[config.mk]
export PLATFORM = sky130hd
export DESIGN_NAME = debounce_botoes
export DESIGN_NICKNAME = d
export VERILOG_FILES = /design/src/rtl/debounce_pkg.sv /design/src/rtl/debounce_bit.sv /design/src/rtl/debounce_botoes.sv
export SDC_FILE = /design/constraint.sdc
export NUM_CORES = 1
export LEC_CHECK = 0
export ABC_CLOCK_PERIOD_IN_PS = 2200
export BUFFER_PORTS_ARGS = -buffer_cell sky130_fd_sc_hd__clkbuf_2
export CAP_MARGIN = 20
export CORE_MARGIN = 2
export CORE_UTILIZATION = 52
export DETAILED_ROUTE_END_ITERATION = 10
export PLACE_DENSITY = 0.69
export SYNTH_ARGS = -nofsm -noshare
export SYNTH_HDL_FRONTEND = slang
export SYNTH_SLANG_ARGS = --single-unit
[constraint.sdc]
create_clock -name clk -period 2.2 [get_ports clk]
set_input_delay 0.11 -clock clk [delete_from_list [all_inputs] [get_ports clk]]
set_output_delay 0.11 -clock clk [all_outputs]
set_load 0.05 [all_outputs]
[src/rtl/debounce_pkg.sv]
// Shared definitions for the push-button conditioner: per-channel FSM
// encoding and the default confirmation window.
package debounce_pkg;

  localparam int DEBOUNCE_CYCLES_DEF = 50000;

  typedef enum logic [1:0] {
    SOLTO       = 2'd0,
    CONF_APERTO = 2'd1,
    APERTADO    = 2'd2,
    CONF_SOLTO  = 2'd3
  } estado_t;

  // Debounced level: high while pressed or while a release is still unconfirmed.
  function automatic logic nivel_estavel(input estado_t estado);
    return (estado == APERTADO) || (estado == CONF_SOLTO);
  endfunction

endpackage

[src/rtl/debounce_bit.sv]
// One button channel: 2-flop synchronizer, 4-state confirmation FSM with a
// saturating-free counter, a press strobe and a registered debounced level.
module debounce_bit
  import debounce_pkg::*;
#(
  parameter  int DEBOUNCE_CYCLES = DEBOUNCE_CYCLES_DEF,
  localparam int CNT_W           = $clog2(DEBOUNCE_CYCLES)
) (
  input  logic clk,
  input  logic rst,
  input  logic raw,
  output logic aceito,
  output logic estavel
);

  localparam logic [CNT_W-1:0] CNT_FIM = CNT_W'(DEBOUNCE_CYCLES - 1);

  logic             sync1_r;
  logic             sync2_r;
  estado_t          estado_r;
  estado_t          estado_next_s;
  logic [CNT_W-1:0] cnt_r;
  logic [CNT_W-1:0] cnt_next_s;
  logic             aceito_s;
  logic             estavel_r;

  // Synchronizer for the asynchronous pin.
  always_ff @(posedge clk) begin
    if (!rst) begin
      sync1_r <= 1'b0;
      sync2_r <= 1'b0;
    end else begin
      sync1_r <= raw;
      sync2_r <= sync1_r;
    end
  end

  // State, counter and level registers.
  always_ff @(posedge clk) begin
    if (!rst) begin
      estado_r  <= SOLTO;
      cnt_r     <= '0;
      estavel_r <= 1'b0;
    end else begin
      estado_r  <= estado_next_s;
      cnt_r     <= cnt_next_s;
      estavel_r <= nivel_estavel(estado_next_s);
    end
  end

  // Next state; the counter restarts on every state change so it never wraps.
  always_comb begin
    estado_next_s = estado_r;
    cnt_next_s    = '0;
    aceito_s      = 1'b0;
    case (estado_r)
      SOLTO: begin
        if (sync2_r) begin
          estado_next_s = CONF_APERTO;
        end else begin
          estado_next_s = SOLTO;
        end
      end
      CONF_APERTO: begin
        if (!sync2_r) begin
          estado_next_s = SOLTO;
        end else if (cnt_r == CNT_FIM) begin
          estado_next_s = APERTADO;
          aceito_s      = 1'b1;
        end else begin
          cnt_next_s = cnt_r + CNT_W'(1);
        end
      end
      APERTADO: begin
        if (!sync2_r) begin
          estado_next_s = CONF_SOLTO;
        end else begin
          estado_next_s = APERTADO;
        end
      end
      CONF_SOLTO: begin
        if (sync2_r) begin
          estado_next_s = APERTADO;
        end else if (cnt_r == CNT_FIM) begin
          estado_next_s = SOLTO;
        end else begin
          cnt_next_s = cnt_r + CNT_W'(1);
        end
      end
      default: begin
        estado_next_s = SOLTO;
      end
    endcase
  end

  assign aceito  = aceito_s;
  assign estavel = estavel_r;

endmodule

[src/rtl/debounce_botoes.sv]
// Eight independent debounced push-button channels producing single-cycle
// press pulses (gated by habilita) and debounced levels, all registered.
module debounce_botoes
  import debounce_pkg::*;
#(
  parameter int N               = 8,
  parameter int DEBOUNCE_CYCLES = DEBOUNCE_CYCLES_DEF
) (
  input  logic         clk,
  input  logic         rst,
  input  logic [N-1:0] botoes_raw,
  input  logic         habilita,
  output logic [N-1:0] botoes,
  output logic [N-1:0] botoes_estavel
);

  logic [N-1:0] aceito_s;
  logic [N-1:0] botoes_r;

  for (genvar i = 0; i < N; i++) begin : g_canal
    debounce_bit #(
      .DEBOUNCE_CYCLES(DEBOUNCE_CYCLES)
    ) u_bit (
      .clk     (clk),
      .rst     (rst),
      .raw     (botoes_raw[i]),
      .aceito  (aceito_s[i]),
      .estavel (botoes_estavel[i])
    );
  end

  // Pulse register; habilita is sampled in the transition cycle, so a
  // suppressed press is simply lost.
  always_ff @(posedge clk) begin
    if (!rst) begin
      botoes_r <= '0;
    end else begin
      botoes_r <= aceito_s & {N{habilita}};
    end
  end

  assign botoes = botoes_r;

endmodule
# Word-level counts from Yosys, hierarchy flattened
# Cells that the tools add are included.
# op_classes
eq_ne	48
n_reduce_logical	16
bitwise_logic	1
addsub	8
muxes	112
# op_table
op	n
$mux 16	24
$pmux 16 s2	8
$add 16x1->16 const B	8
$eq 16x16->1 const B	8
$eq 2x2->1 const B	32
$mux 2	32
$pmux 2 s4	8
$mux 1	40
$eq 2x1->1 const B	8
$logic_not 2->1	8
$and 8x8->8	1
$logic_or 1x1->1	8
# word_totals
output_inout_bits	16
input_bits	11
elab_cells	226
ff_bits	176

# Depth between registers and ports, before layout
# logic_depth
ltp_word	6
mapped_depth	7

# Cells and area by module
# Synthesis repeated with hierarchy kept, for this count alone.
# unflattened
hier_cells	807
hier_area_um2	7479.7
# modules_own_cells
mod	instances	cells_per_inst	area_each_um2
debounce_bit at g_canal[0].u_bit ...	7	99	908.4
debounce_bit at g_canal[7].u_bit	1	98	910.9
debounce_botoes	1	16	210.2

# Least setup slack after synthesis
# No wires, ideal clock.
# synth_timing
kind	reg2reg
startpoint	reg g_canal[7].u_bit.cnt_r[10]
endpoint	reg g_canal[7].u_bit.cnt_r[13]
arrival_ns	1.594
stages_incl_launch_ff	7
synth_period_minus_slack_ns	1.708
path_buffers	2
path_slack_ns	0.492
cell_sequence	dfxtp_1 or4_1 nor4_4 or2_1 buf_6 buf_12 nor2_1
# synth_between
elab_chain_len	4
elab_cells_between_ends	6
classes_between	add/sub (1); eq/ne (1); mux (4)
# synth_lines
element	line	rtl
start, declared	debounce_bit.sv:22	logic [CNT_W-1:0] cnt_r;
start signal, assigned	debounce_bit.sv:46	cnt_r <= cnt_next_s;
$add 16x1->16 or $eq 16x16->1 (tied branches)	--	
$mux 16 (*)	debounce_bit.sv:67, debounce_bit.sv:84	
$mux 16, on equally long branches	debounce_bit.sv:82, debounce_bit.sv:65	
$pmux 16 s2 (*)	debounce_bit.sv:56	case (estado_r)
# Every way passes the cells marked *; elsewhere a longest branch is shown, timed or not.
# A chain may end at the register's enable or synchronous reset.

# Final worst setup path
# layout_timing
startpoint	reg g_canal[4].u_bit.cnt_r[4]
endpoint	reg g_canal[4].u_bit.cnt_r[8]
# layout_between
elab_chain_len	4
elab_cells_between_ends	6
classes_between	add/sub (1); eq/ne (1); mux (4)
# layout_lines
element	line
start, declared	debounce_bit.sv:22
start signal, assigned	debounce_bit.sv:46
$add 16x1->16 or $eq 16x16->1 (tied branches)	--
$mux 16 (*)	debounce_bit.sv:67, debounce_bit.sv:84
$mux 16, on equally long branches	debounce_bit.sv:82, debounce_bit.sv:65
$pmux 16 s2 (*)	debounce_bit.sv:56
# Marks and branches as above.

==> impl_metrics.env <==
export IMPL_status="complete, no violations"
export IMPL_cts_buffers=17
export IMPL_period_share_pct=89.92
export IMPL_num_nets_final=859
export IMPL_routed_wirelength_um=13710
export IMPL_synth_edf_count=0
export IMPL_clockBufferDepth=2
export IMPL_gp_congestion=0.8853
export IMPL_ant_nets=0
export IMPL_first_pass_iters=5
export IMPL_whs_endpoint="g_canal[0].u_bit.estado_r[0]"
export IMPL_hold_start="rst"
export IMPL_reg2reg_from="g_canal[4].u_bit.cnt_r[4]"
export IMPL_cts_htree_levels=4
export IMPL_die_area_sq_um=15140
export IMPL_io_pins=27
export IMPL_vias_per_cell=5.342
export IMPL_maxCapViolations=0
export IMPL_slew_violations=0
export IMPL_clkSinkCount=176
export IMPL_slew_headroom_pct=61.29
export IMPL_async_flop_share_pct=0
export IMPL_netlist_area_sq_um=7371
export IMPL_syn_inst=805
export IMPL_r2r_cells=4
export IMPL_tightest_slew_ns=0.5807
export IMPL_power_leakage_nw=2.552
export IMPL_setup_slack_ns=0.2218
export IMPL_final_hold_violation_count=0
export IMPL_antenna_found_initial=0
export IMPL_hold_path_class="in2reg"
export IMPL_critical_path_arrival_ns=2.27
export IMPL_max_freq_ghz=0.5055
export IMPL_finClkSkew_ns=0.009122
export IMPL_synth_ff_type="dfxtp_1"
export IMPL_ctsResizeCount=0
export IMPL_rrSetupSlack_ns=0.22
export IMPL_grt_pass1_vias=5254
export IMPL_syn_num_nets=824
export IMPL_place_ws_ns=0.2368
export IMPL_holdPathStages=3
export IMPL_cts_root_buffer="clkbuf_16"
export IMPL_area_growth_synth_to_final_pct=12.90
export IMPL_die_x_um=123.1
export IMPL_tns_ns=0
export IMPL_port_buffer_count=26
export IMPL_start_util_pct=53.10
export IMPL_design_core_area_sq_um=13880
export IMPL_irDropWorstVdd_uv=560.0
export IMPL_drc_errors=0
export IMPL_dpl_hpwl_um=9303
export IMPL_cts_tree="yes"
export IMPL_yosysUniqueCellTypes=43
export IMPL_ys_ff_latch=176
export IMPL_end_kind="register"
export IMPL_ys_seq_area_share_pct=47.80
export IMPL_crit_type="reg2reg"
export IMPL_grt_pass1_wl_um=23540
export IMPL_n_antenna_cell=0
export IMPL_drive_gt1_share_pct=9.496
export IMPL_final_setup_viol_count=0
export IMPL_drtIter0Drc=376
export IMPL_min_period_ns=1.978
export IMPL_clock_latency_ns=0.43
export IMPL_power_density_nw_per_um2=790.0
export IMPL_syn_avg_cell_area_sq_um=9.156
export IMPL_cp_max_fo=15
export IMPL_grt_max_degree=25
export IMPL_ys_warn_count=0
export IMPL_regToRegEndpoint="g_canal[4].u_bit.cnt_r[8]"
export IMPL_cts_clk_slew_worst_paths_ns=0.06
export IMPL_n_fill_cell=1138
export IMPL_dpl_cell_area_sq_um=7590
export IMPL_via_count=5518
export IMPL_rows=43
export IMPL_overflow=0
export IMPL_start_kind="register"
export IMPL_fin_area_sq_um=8322
export IMPL_wire_per_inst_um=13.27
export IMPL_fp_dieH_um=123.1
export IMPL_track_usage_pct=19.32
export IMPL_rsz0062_at_grt="no"
export IMPL_required_ns=2.49
-- sequential cells by signal, indices dropped and copies added, names as in the netlist --
name,count
g_canal.u_bit.cnt_r,128
g_canal.u_bit.estado_r,16
botoes,8
g_canal.u_bit.estavel,8
g_canal.u_bit.sync1_r,8
g_canal.u_bit.sync2_r,8
-- worst max-delay path: stages (launching register included) --
cell	delay, ns
dfxtp_1	0.36
or4bb_1	0.57
nor4_4	0.34
or2_1	0.47
nor2_1	0.11
-- layout by cell type, fill, tap and decap left out, types with 4 or more instances in the layout --
cell type,synthesis,final
dfxtp_1,176,176
nor2_1,148,148
xnor2_1,93,93
nand3_1,49,49
nand4_1,38,38
inv_1,37,37
nand2_1,36,36
nor4_1,30,30
nor3_1,30,30
clkbuf_2,0,26
xor2_1,22,22
and2_1,18,18
clkbuf_16,0,17
a21oi_1,15,15
and3_1,10,10
ha_1,8,8
dlygate4sd3_1,0,8
nor4bb_1,7,7
buf_4,9,7
nor4b_1,6,6
o21ai_0,5,5
bufinv_16,0,5
or4_1,4,4
or4bb_1,4,4
or2_1,4,4
or4b_1,4,4
or2_2,4,4
mux2i_1,4,4
a21bo_2,4,4
-- cell usage after synthesis (5+ instances only) --
cell      number  share of area, %
dfxtp_1      176                48
clkbuf_1       7              0.36
nor4b_1        6              0.71
nor3_1        30               2.0
o21ai_0        5              0.34
inv_1         37               1.9
nand3_1       49               3.3
and3_1        10              0.85
ha_1           8               1.4
nor2_1       148               7.5
xor2_1        22               2.6
and2_1        18               1.5
a21oi_1       15               1.0
nor4_1        30               2.5
nor4bb_1       7              0.95
xnor2_1       93                11
buf_4          9              0.92
nand2_1       36               1.8
nand4_1       38               3.2
-- routing by layer --
| metal | share of wire (%) | track usage [%] | vias to the layer above |
|---|---|---|---|
| met3 | 3.5 | 5.304 | 11 |
| met1 | 47 | 24.01 | 2588 |
| met4 | 0.85 | 5.753 | 0 |
| met2 | 48 | 32.77 | 109 |
| met5 | 0 | 0 | - |
| li1 | - | - | 2810 |
-- stage by stage --
stage               power, mW  instances  utilization (%)  hold WS, ns
finish                  6.574       1033            59.95       0.2158
global route            6.781       1033            59.95       0.2716
CTS                     6.650       1033            59.95       0.2091
detailed placement      3.341        993            54.68       0.3271
global placement        3.338        993            54.68       0.3218
floorplan               3.316        805                -       0.2373
-- how the worst max path moves through the flow --
stage / startpoint / end / slack (ns)
floorplan: g_canal[7].u_bit.cnt_r[10] / g_canal[7].u_bit.cnt_r[13] / 0.49
global placement: g_canal[1].u_bit.cnt_r[12] / g_canal[1].u_bit.cnt_r[14] / 0.29
detailed placement: g_canal[1].u_bit.cnt_r[12] / g_canal[1].u_bit.cnt_r[8] / 0.24
CTS: g_canal[4].u_bit.cnt_r[4] / g_canal[4].u_bit.cnt_r[8] / 0.22
global route: g_canal[1].u_bit.cnt_r[6] / g_canal[1].u_bit.cnt_r[8] / 0.11
finish: g_canal[4].u_bit.cnt_r[4] / g_canal[4].u_bit.cnt_r[8] / 0.22
-- power breakdown --
group | leakage [nW] | internal, mW | switching, mW
combinational | 0.819 | 0.0319 | 0.0327
clock | 0.312 | 2.06 | 1.24
sequential | 1.42 | 3.20 | 0.0111
-- repair_timing --
| action | CTS | global route |
|---|---|---|
| setup buffers | 0 | 0 |
| hold buffers | 8 | 0 |
| hold endpoints to repair | 8 | 0 |
-- kinds of logic (layout without fill, tap and decap cells) --
logic type / count (synthesis) / in the layout / synth area share (%)
flip-flops: 176 / 176 / 47.80
buffers and inverters: 63 / 111 / 4.498
AO/OA/AOI/OAI: 28 / 28 / 2.343
adder cells (fa/ha/maj): 8 / 8 / 1.358
multiplexers: 4 / 4 / 0.5432
XOR/XNOR: 115 / 115 / 13.66
AND/OR/NAND/NOR: 411 / 411 / 29.79
-- layout make-up --
class | count | area, sq um | share of cell area (%)
clock buffer | 20 | 446.7 | 5.368
clock inverter | 12 | 205.2 | 2.466
inverter | 38 | 142.6 | 1.714
multi-input combinational | 566 | 3516 | 42.25
sequential | 176 | 3523 | 42.34
tap | 180 | 225.2 | 2.706
timing repair buffer | 41 | 262.8 | 3.157
Power figures use the tool's default switching activity.
